$ cat src/rtl/usb4_ser_pkg.sv
// Shared constants, gen_speed encodings and FSM state type for the lane serializer.
// sym_len() maps a gen_speed code to the symbol length in bits.
package usb4_ser_pkg;

    localparam logic [7:0] SYM_LEN_GEN2 = 8'd66;
    localparam logic [7:0] SYM_LEN_GEN1 = 8'd132;
    localparam logic [7:0] SYM_LEN_GEN0 = 8'd8;

    localparam logic [1:0] GEN_SPEED_GEN0     = 2'd0;
    localparam logic [1:0] GEN_SPEED_GEN1     = 2'd1;
    localparam logic [1:0] GEN_SPEED_GEN2     = 2'd2;
    localparam logic [1:0] GEN_SPEED_GEN2_ALT = 2'd3;

    typedef enum logic {
        IDLE  = 1'b0,
        SHIFT = 1'b1
    } ser_state_e;

    // Code 3 is an alias of Gen2, so it falls into the default arm.
    function automatic logic [7:0] sym_len(input logic [1:0] gen);
        logic [7:0] len_s;
        case (gen)
            GEN_SPEED_GEN0: len_s = SYM_LEN_GEN0;
            GEN_SPEED_GEN1: len_s = SYM_LEN_GEN1;
            default:        len_s = SYM_LEN_GEN2;
        endcase
        return len_s;
    endfunction

endpackage

$ cat src/rtl/lane_shift_reg.sv
// One lane: a one-deep holding buffer feeding an LSB-first shift register.
// ser_bit is the shift register's bit 0, so the serial output is registered.
module lane_shift_reg #(
    parameter int MAX_SYM = 132
) (
    input  logic               clk,
    input  logic               rst,
    input  logic               flush,
    input  logic               wr_en,
    input  logic               load,
    input  logic               shift,
    input  logic               clear,
    input  logic [MAX_SYM-1:0] sym_in,
    output logic               ser_bit
);

    logic [MAX_SYM-1:0] buf_r;
    logic [MAX_SYM-1:0] shift_r;

    // Holding buffer: captures the symbol on accept.
    always_ff @(posedge clk or posedge rst) begin
        if (rst) begin
            buf_r <= {MAX_SYM{1'b0}};
        end else if (flush) begin
            buf_r <= {MAX_SYM{1'b0}};
        end else if (wr_en) begin
            buf_r <= sym_in;
        end else begin
            buf_r <= buf_r;
        end
    end

    // Shift register: load from buffer, shift right, or clear when going idle.
    always_ff @(posedge clk or posedge rst) begin
        if (rst) begin
            shift_r <= {MAX_SYM{1'b0}};
        end else if (flush) begin
            shift_r <= {MAX_SYM{1'b0}};
        end else if (load) begin
            shift_r <= buf_r;
        end else if (shift) begin
            shift_r <= {1'b0, shift_r[MAX_SYM-1:1]};
        end else if (clear) begin
            shift_r <= {MAX_SYM{1'b0}};
        end else begin
            shift_r <= shift_r;
        end
    end

    assign ser_bit = shift_r[0];

endmodule

$ cat src/rtl/lane_serializer.sv
// Two-lane parallel-to-serial stage: one control FSM and bit counter drive two
// lane_shift_reg instances; symbols stream back-to-back with underrun detection.
module lane_serializer
    import usb4_ser_pkg::*;
#(
    parameter int MAX_SYM = 132
) (
    input  logic               ser_clk,
    input  logic               rst,
    input  logic               enable_ser,
    input  logic [1:0]         gen_speed,
    input  logic [MAX_SYM-1:0] lane_0_tx_enc_old,
    input  logic [MAX_SYM-1:0] lane_1_tx_enc_old,
    input  logic               sym_valid,
    output logic               sym_ready,
    output logic               lane_0_ser,
    output logic               lane_1_ser,
    output logic               ser_active,
    output logic               underrun
);

    ser_state_e state_r;
    logic       buf_full_r;
    logic [7:0] buf_len_r;
    logic [7:0] cur_len_r;
    logic [7:0] bit_cnt_r;
    logic       ser_active_r;
    logic       underrun_r;

    logic       accept_s;
    logic       last_bit_s;
    logic       load_s;
    logic       shift_s;
    logic       clear_s;
    logic       flush_s;

    assign flush_s    = ~enable_ser;
    assign sym_ready  = enable_ser & ~buf_full_r;
    assign accept_s   = sym_valid & sym_ready;
    assign last_bit_s = (bit_cnt_r == (cur_len_r - 8'd1));

    // Per-edge datapath strobes derived from the current FSM state.
    always_comb begin
        load_s  = 1'b0;
        shift_s = 1'b0;
        clear_s = 1'b0;
        case (state_r)
            IDLE: begin
                if (buf_full_r) begin
                    load_s = 1'b1;
                end else begin
                    load_s = 1'b0;
                end
            end
            SHIFT: begin
                if (last_bit_s) begin
                    if (buf_full_r) begin
                        load_s = 1'b1;
                    end else begin
                        clear_s = 1'b1;
                    end
                end else begin
                    shift_s = 1'b1;
                end
            end
            default: clear_s = 1'b1;
        endcase
    end

    // Control FSM, buffer bookkeeping, bit counter and registered status flags.
    always_ff @(posedge ser_clk or posedge rst) begin
        if (rst) begin
            state_r      <= IDLE;
            buf_full_r   <= 1'b0;
            buf_len_r    <= 8'd0;
            cur_len_r    <= 8'd0;
            bit_cnt_r    <= 8'd0;
            ser_active_r <= 1'b0;
            underrun_r   <= 1'b0;
        end else if (flush_s) begin
            state_r      <= IDLE;
            buf_full_r   <= 1'b0;
            buf_len_r    <= 8'd0;
            cur_len_r    <= 8'd0;
            bit_cnt_r    <= 8'd0;
            ser_active_r <= 1'b0;
            underrun_r   <= 1'b0;
        end else begin
            // Accept and load never coincide: sym_ready is low while the buffer is full.
            if (accept_s) begin
                buf_full_r <= 1'b1;
                buf_len_r  <= sym_len(gen_speed);
            end else if (load_s) begin
                buf_full_r <= 1'b0;
            end else begin
                buf_full_r <= buf_full_r;
            end

            case (state_r)
                IDLE: begin
                    if (load_s) begin
                        state_r      <= SHIFT;
                        cur_len_r    <= buf_len_r;
                        bit_cnt_r    <= 8'd0;
                        ser_active_r <= 1'b1;
                    end else begin
                        state_r      <= IDLE;
                    end
                end
                SHIFT: begin
                    if (load_s) begin
                        cur_len_r <= buf_len_r;
                        bit_cnt_r <= 8'd0;
                    end else if (clear_s) begin
                        state_r      <= IDLE;
                        bit_cnt_r    <= 8'd0;
                        ser_active_r <= 1'b0;
                        underrun_r   <= 1'b1;
                    end else begin
                        bit_cnt_r <= bit_cnt_r + 8'd1;
                    end
                end
                default: begin
                    state_r      <= IDLE;
                    bit_cnt_r    <= 8'd0;
                    ser_active_r <= 1'b0;
                end
            endcase
        end
    end

    lane_shift_reg #(.MAX_SYM(MAX_SYM)) u_lane_0 (
        .clk     (ser_clk),
        .rst     (rst),
        .flush   (flush_s),
        .wr_en   (accept_s),
        .load    (load_s),
        .shift   (shift_s),
        .clear   (clear_s),
        .sym_in  (lane_0_tx_enc_old),
        .ser_bit (lane_0_ser)
    );

    lane_shift_reg #(.MAX_SYM(MAX_SYM)) u_lane_1 (
        .clk     (ser_clk),
        .rst     (rst),
        .flush   (flush_s),
        .wr_en   (accept_s),
        .load    (load_s),
        .shift   (shift_s),
        .clear   (clear_s),
        .sym_in  (lane_1_tx_enc_old),
        .ser_bit (lane_1_ser)
    );

    assign ser_active = ser_active_r;
    assign underrun   = underrun_r;

endmodule

$ cat config.mk
export PLATFORM = sky130hd
export DESIGN_NAME = lane_serializer
export DESIGN_NICKNAME = d
export VERILOG_FILES = /design/src/rtl/usb4_ser_pkg.sv /design/src/rtl/lane_shift_reg.sv /design/src/rtl/lane_serializer.sv
export SDC_FILE = /design/constraint.sdc
export NUM_CORES = 1
export LEC_CHECK = 0
export ABC_AREA = 1
export CAP_MARGIN = 5
export CORE_ASPECT_RATIO = 2
export CORE_MARGIN = 2
export CORE_UTILIZATION = 30
export DETAILED_ROUTE_END_ITERATION = 6
export PLACE_DENSITY_LB_ADDON = 0.25
export SYNTH_ARGS = -nofsm -noshare
export SYNTH_HDL_FRONTEND = slang
export SYNTH_SLANG_ARGS = --single-unit
$ cat constraint.sdc
create_clock -name ser_clk -period 17.81 [get_ports ser_clk]
set_input_delay 3.562 -clock ser_clk [delete_from_list [all_inputs] [get_ports ser_clk]]
set_output_delay 3.562 -clock ser_clk [all_outputs]
set_load 0.005 [all_outputs]
==> run summary, run 1 <==
Die W: 211.9 um
Post-route insts no fill: 4316
Data arrival time of the worst path: 5580 ps
Ys Warns: 0
Buffers added on ports: 274
Grt total ovfl: 0
Htree depth: 2
Max layer used: met5
Area of the mapped netlist: 0.02593 mm^2
CTS Buffer Depth: 3
Iteration-0 DRC Markers: 1232
Top_reg_cell synth: dfrtp_1
Crit-path max cell delay: 1060 ps
Router iterations before antenna repair: 5
Critical path class: in2out
HPWL Detailed: 37590 um
Met3 WL post-DR: 2682 um
Initial Util: 30.23%
R2R depth: 7
Final Setup Violations: 0
Setup crit start: enable_ser
Minimum clock period: 9139 ps
CTS root buf: clkbuf_16
Wl on met1: 28300 um
Most used cell, CP: clkdlybuf4s50_1
Slew Viols, Final: 0
Row cnt: 152
Syn Inst Count: 2974
Worst setup SP type: input port
Slew @ Worst Pin: 1222 ps
Nets: 3392
Routed Wire Length: 65790 um
Yosys top cell by area: dfrtp_1
GRT Overall Usage: 15.09%
TritonCTS buffer count: 52
Final hold vios: 0
Dpl cells: 4220
Post-synth top cells: nand2_1, dfrtp_1, nand3_1
Critical Path End: sym_ready
Vias in the first global route: 20630
Synth top area share: 52.69%
Vias: 19600
Slowest cell on the critical path: clkdlybuf4s50_1
Critical Path RT: 14250 ps
Maximum vdd ir drop: 78.54 uV
Synthesized area per cell: 8.719 um^2
PnR Total Power: 0.002787 W
Library cells used by synthesis: 30
Maxcap violations: 0
Vias per cell: 4.542
Max Fclk: 0.1094 GHz
Share of layout cells above drive strength 1: 16.59%
Clk pin slew, worst setup/hold paths: 70 ps
Final Cycle Share: 51.32%
Setup slack, reg-to-reg: 13870 ps
Crit. End Element: output port
Hold buffer count at CTS: 0
IO Count: 275
Antenna violations before repair: 5
Leakage: 14.85 nW
Later-pin clock latency in the skew report: 610 ps
Net Count, Synth: 3247
Hold Crit Class: reg2reg
Sinks on the clock net: 546
Top cells by area, synth: dfrtp_1, nand2_1, nand3_2
Register area share after synthesis: 52.69%
Most frequent cell after synthesis: nand2_1
Pin count of the biggest net entering global routing: 189
Post-CTS setup buffer count: 0
Fin Clk Skew: 16.53 ps
Chip height: 419.8 um
Post-synth EDFFs: 0
Reg2reg start: buf_full_r
Routed Antenna Nets: 0
Unrepaired setup endpoints after global routing: no
Post-route setup TNS: 0 ps
FFs w/ async S/R, synth: 100.0%
Resized cells post-CTS: 0
Core area: 0.08577 mm^2
First-pass GRT wire length: 108400 um
Outcome: finished clean
Critical Path, Cell by Cell: clkdlybuf4s50_1 > inv_1 > nor2_4 > clkdlybuf4s50_1
CTS tree: built
Area Growth Syn to Fin: 19.07%
Met2 wire length: 33310 um
DRC: 0
CP max FO: 22
RD Place Congestion: 0.7381
PwrDens: 90.26 mW/mm^2
DR WL/cell: 15.24 um
Final Core Density: 36.00%
Worst rel slew slack: 18.54%
FILL cells: 8894
FF+latch count, synth: 546
FF-to-FF End: u_lane_1.buf_r[3]
Die ar.: 0.08895 mm^2
==> logic make-up after synthesis <==
logic type,synth area share [%]
flip-flops,52.69
AND/OR/NAND/NOR,32.72
XOR/XNOR,0.2027
buffers and inverters,8.791
adder cells (fa/ha/maj),0.1448
AO/OA/AOI/OAI,5.452
==> layout make-up <==
class / count / area [um^2] / share of cell area, %
Antenna cell: 2 / 5.005 / 0.01621
Clock buffer: 76 / 1521 / 4.927
Clock inverter: 18 / 212.7 / 0.6889
Inverter: 279 / 1086 / 3.517
Multi-Input combinational cell: 1945 / 10010 / 32.41
Sequential cell: 546 / 13660 / 44.25
Tap cell: 1155 / 1445 / 4.680
Timing Repair Buffer: 295 / 2938 / 9.515
==> layer usage <==
metal / track usage, % / up-vias
li1: - / 9661
met1: 18.37 / 9529
met2: 27.35 / 330
met3: 2.354 / 78
met4: 4.201 / 6
met5: 0 / -
==> cells in the final DEF, fill, tap and decap left out, types with 2 or more instances in the layout <==
| cell type | instances |
|---|---|
| nand2_1 | 626 |
| dfrtp_1 | 546 |
| nand3_1 | 345 |
| clkdlybuf4s50_1 | 274 |
| o21ai_0 | 273 |
| inv_1 | 270 |
| nor2_1 | 265 |
| nand2_2 | 201 |
| nand3_2 | 201 |
| clkbuf_16 | 52 |
| buf_4 | 18 |
| clkbuf_8 | 13 |
| clkbuf_1 | 11 |
| clkinv_2 | 7 |
| nor2_4 | 4 |
| inv_8 | 4 |
| clkinvlp_4 | 4 |
| xor2_1 | 4 |
| o22ai_1 | 4 |
| nand2_4 | 3 |
| inv_2 | 3 |
| a21oi_1 | 3 |
| nand4_1 | 3 |
| ha_1 | 3 |
| bufinv_16 | 3 |
| buf_12 | 3 |
| diode_2 | 2 |
| xnor2_1 | 2 |
| or2_1 | 2 |
| nand3_4 | 2 |
| clkinv_8 | 2 |
| nor3_1 | 2 |
| inv_6 | 2 |
==> registers in the layout, summed over array words and instances, names as in the netlist <==
register and count:
cur_len_r 3, u_lane_0.buf_r 132, underrun 1, buf_full_r 1
u_lane_0.shift_r 132, ser_active 1, buf_len_r 3, bit_cnt_r 8
u_lane_1.buf_r 132, u_lane_1.shift_r 132, state_r 1
==> worst min path at each step <==
| stage | endpoint | slack, ps | cells after the start | start |
|---|---|---|---|---|
| 2_1_floorplan | ser_active | 460 | 2 | ser_active |
| 3_3_place_gp | ser_active | 460 | 2 | ser_active |
| 3_5_place_dp | ser_active | 480 | 2 | ser_active |
| 4_1_cts | u_lane_0.shift_r[114] | 490 | 2 | u_lane_0.shift_r[115] |
| 5_1_grt | u_lane_1.shift_r[21] | 510 | 2 | u_lane_1.shift_r[22] |
| 6_report | ser_active | 490 | 2 | ser_active |
==> per-stage QoR <==
step / hold slack [ps] / setup WS, ps / area [um^2]
after global placement: 463.8 / 8690 / 29140
after CTS: 492.8 / 8672 / 30870
after floorplan: 463.6 / 6820 / 25930
final: 492.0 / 8671 / 30880
after global routing: 511.6 / 8533 / 30870
after detailed placement: 477.6 / 8671 / 29140
==> power breakdown <==
part           internal (W)  switching (W)  leakage [nW]
registers           0.00130      0.0000203          7.45
clock network      0.000640       0.000512         0.849
logic              0.000101       0.000218          6.55
total               0.00204       0.000750          14.8
==> worst max-delay path, delay by kind of cell <==
kind,cells,cell delay [ps]
buf+inv,3,1800
simple gates,1,210
(Power assumes the default switching activity.)
==> run 2: changes to the inputs <==
- clock period: 17.81 -> 8.55 ns (I/O delays scaled with it)
==> run summary, run 2 (synthesis results as in run 1) <==
Most frequent cells in the layout: nand2_1, dfrtp_1, nand3_1
Slew @ Worst Pin: 1179 ps (-43.22 ps)
Vias in the first global route: 20770 (+0.68%)
Htree depth: 2 (unchanged)
FILL cells: 8946 (+0.58%)
CP max FO: 22 (unchanged)
Share of layout cells above drive strength 1: 16.41% (-0.17 points)
DRC: 0 (unchanged)
Worst rel slew slack: 21.42% (+2.9 points)
Core area: 0.08577 mm^2 (unchanged)
Footprint of the multi-input gates: 0.01001 mm^2 (unchanged)
PnR Total Power: 0.005799 W (+110%)
Hold buffer count at CTS: 0 (unchanged)
Nets: 3390 (-0.059%)
Resized cells post-CTS: 0 (unchanged)
Data arrival time of the worst path: 4100 ps (-1480 ps)
Fin Clk Skew: 15.86 ps (-0.6724 ps)
Clk pin slew, worst setup/hold paths: 70 ps (about the same)
Critical path class: in2out
Die W: 211.9 um (unchanged)
Minimum clock period: 5809 ps
DP Area: 0.02920 mm^2 (+0.22%)
Final Cell Area: 0.03092 mm^2 (+0.15%)
Final hold vios: 0 (unchanged)
Worst setup SP type: input port
Outcome: finished clean
Grt total ovfl: 0 (unchanged)
Final Cycle Share: 67.94%
First-pass GRT wire length: 108300 um (about the same)
IO Count: 275 (unchanged)
Maxcap violations: 0 (unchanged)
Max Fclk: 0.1722 GHz
HPWL Detailed: 37250 um (-0.90%)
Register area: 0.01366 mm^2 (unchanged)
Pin count of the biggest net entering global routing: 173 (-8.5%)
Iteration-0 DRC Markers: 1076 (-13%)
Later-pin clock latency in the skew report: 600 ps (about the same)
Slew Viols, Final: 0 (unchanged)
CTS root buf: clkbuf_16
RD Place Congestion: 0.7121 (-3.5%)
Sinks on the clock net: 546 (unchanged)
GRT Overall Usage: 15.01% (-0.079 points)
Vias: 19560 (-0.21%)
Worst-case hold slack: 480.8 ps (-11.20 ps)
Antenna cell count: 0 (-2)
Post-CTS setup buffer count: 0 (unchanged)
Most common cell after layout, fill and taps aside: nand2_1
Antenna violations before repair: 3 (-2)
Vias per cell: 4.538 (about the same)
Final Core Density: 36.05% (+0.055 points)
Routed Wire Length: 65430 um (-0.55%)
Maximum vdd ir drop: 148.3 uV (+89%)
Critical Path, Cell by Cell: clkdlybuf4s50_1 > inv_1 > nor2_4 > clkdlybuf4s50_1
Final Setup Violations: 0 (unchanged)
Area Growth Syn to Fin: 19.26%
Crit. End Element: output port
Router iterations before antenna repair: 5 (unchanged)
Crit-path max cell delay: 1060 ps (about the same)
Buffers added on ports: 274 (unchanged)
Initial Util: 30.23% (unchanged)
Unrepaired setup endpoints after global routing: no
Die ar.: 0.08895 mm^2 (unchanged)
TritonCTS buffer count: 53 (+1.9%)
Slowest cell on the critical path: clkdlybuf4s50_1
Chip height: 419.8 um (unchanged)
PwrDens: 187.5 mW/mm^2 (+110%)
Row cnt: 152 (unchanged)
CTS Buffer Depth: 3 (unchanged)
Most used cell, CP: clkdlybuf4s50_1
Routed Antenna Nets: 0 (unchanged)
CTS tree: built
Critical Path RT: 6840 ps (-7410 ps)
Leakage: 14.86 nW (about the same)
DR WL/cell: 15.18 um (-0.43%)
Hold Crit Class: reg2reg
run 2: changes by cell type in the layout (fill, tap and decap cells not counted), sizes merged:
cell | previous run | this run
clkinvlp | 4 | 3
bufinv | 3 | 2
clkinv | 10 | 9
diode | 2 | 0
inv | 280 | 278
clkbuf | 76 | 81
buf | 21 | 18
run 2: metrics by stage:
| step | worst slack [ps] | instances | setup TNS (ps) |
|---|---|---|---|
| floorplan | -587.9 | 2974 | -320990 |
| global placement | 2785 | 4217 | 0 |
| detailed placement | 2745 | 4217 | 0 |
| CTS | 2752 | 4311 | 0 |
| global route | 2610 | 4311 | 0 |
| finish | 2741 | 4311 | 0 |
run 2: area by class of cell:
| class | instances | share of cell area, % |
|---|---|---|
| flip-flops and latches | 546 | 44.18 |
| repair buffers | 292 | 9.710 |
| clock buffers | 81 | 5.118 |
| well taps | 1155 | 4.673 |
| inverters | 279 | 3.512 |
| multi-input cells | 1945 | 32.36 |
| clock inverters | 13 | 0.4491 |
run 2: path summary, 6_finish.rpt:
path | to | cells past startpoint | slack (ps) | startpoint
worst max-delay path | sym_ready | 4 | 2740 | enable_ser
min in group asynchronous | u_lane_0.shift_r[27] | 2 | 1600 | rst
worst min register to register | ser_active | 2 | 480 | ser_active
worst min-delay path | ser_active | 2 | 480 | ser_active
max in group asynchronous | u_lane_0.shift_r[74] | 4 | 5290 | rst
worst max register to register | u_lane_0.shift_r[106] | 12 | 4820 | cur_len_r[6]
run 2: power by group:
group          switching [W]  total [W]  internal (W)
clock                0.00106    0.00239       0.00133
sequential         0.0000413    0.00274       0.00270
combinational       0.000452   0.000667      0.000214
run 2: critical path: cells and delay by family:
family                 cells  cell delay (ps)
AND/OR/NAND/NOR            1              500
buffers and inverters      3             1880
run 2: metal layers:
metal	vias to the layer above	part of all wire, %	global-route usage [%]
met2	306	51	27.63
met1	9530	44	18.14
met3	71	3.5	2.160
met4	6	1.9	3.891
li1	9649	-	-
met5	-	0.053	0
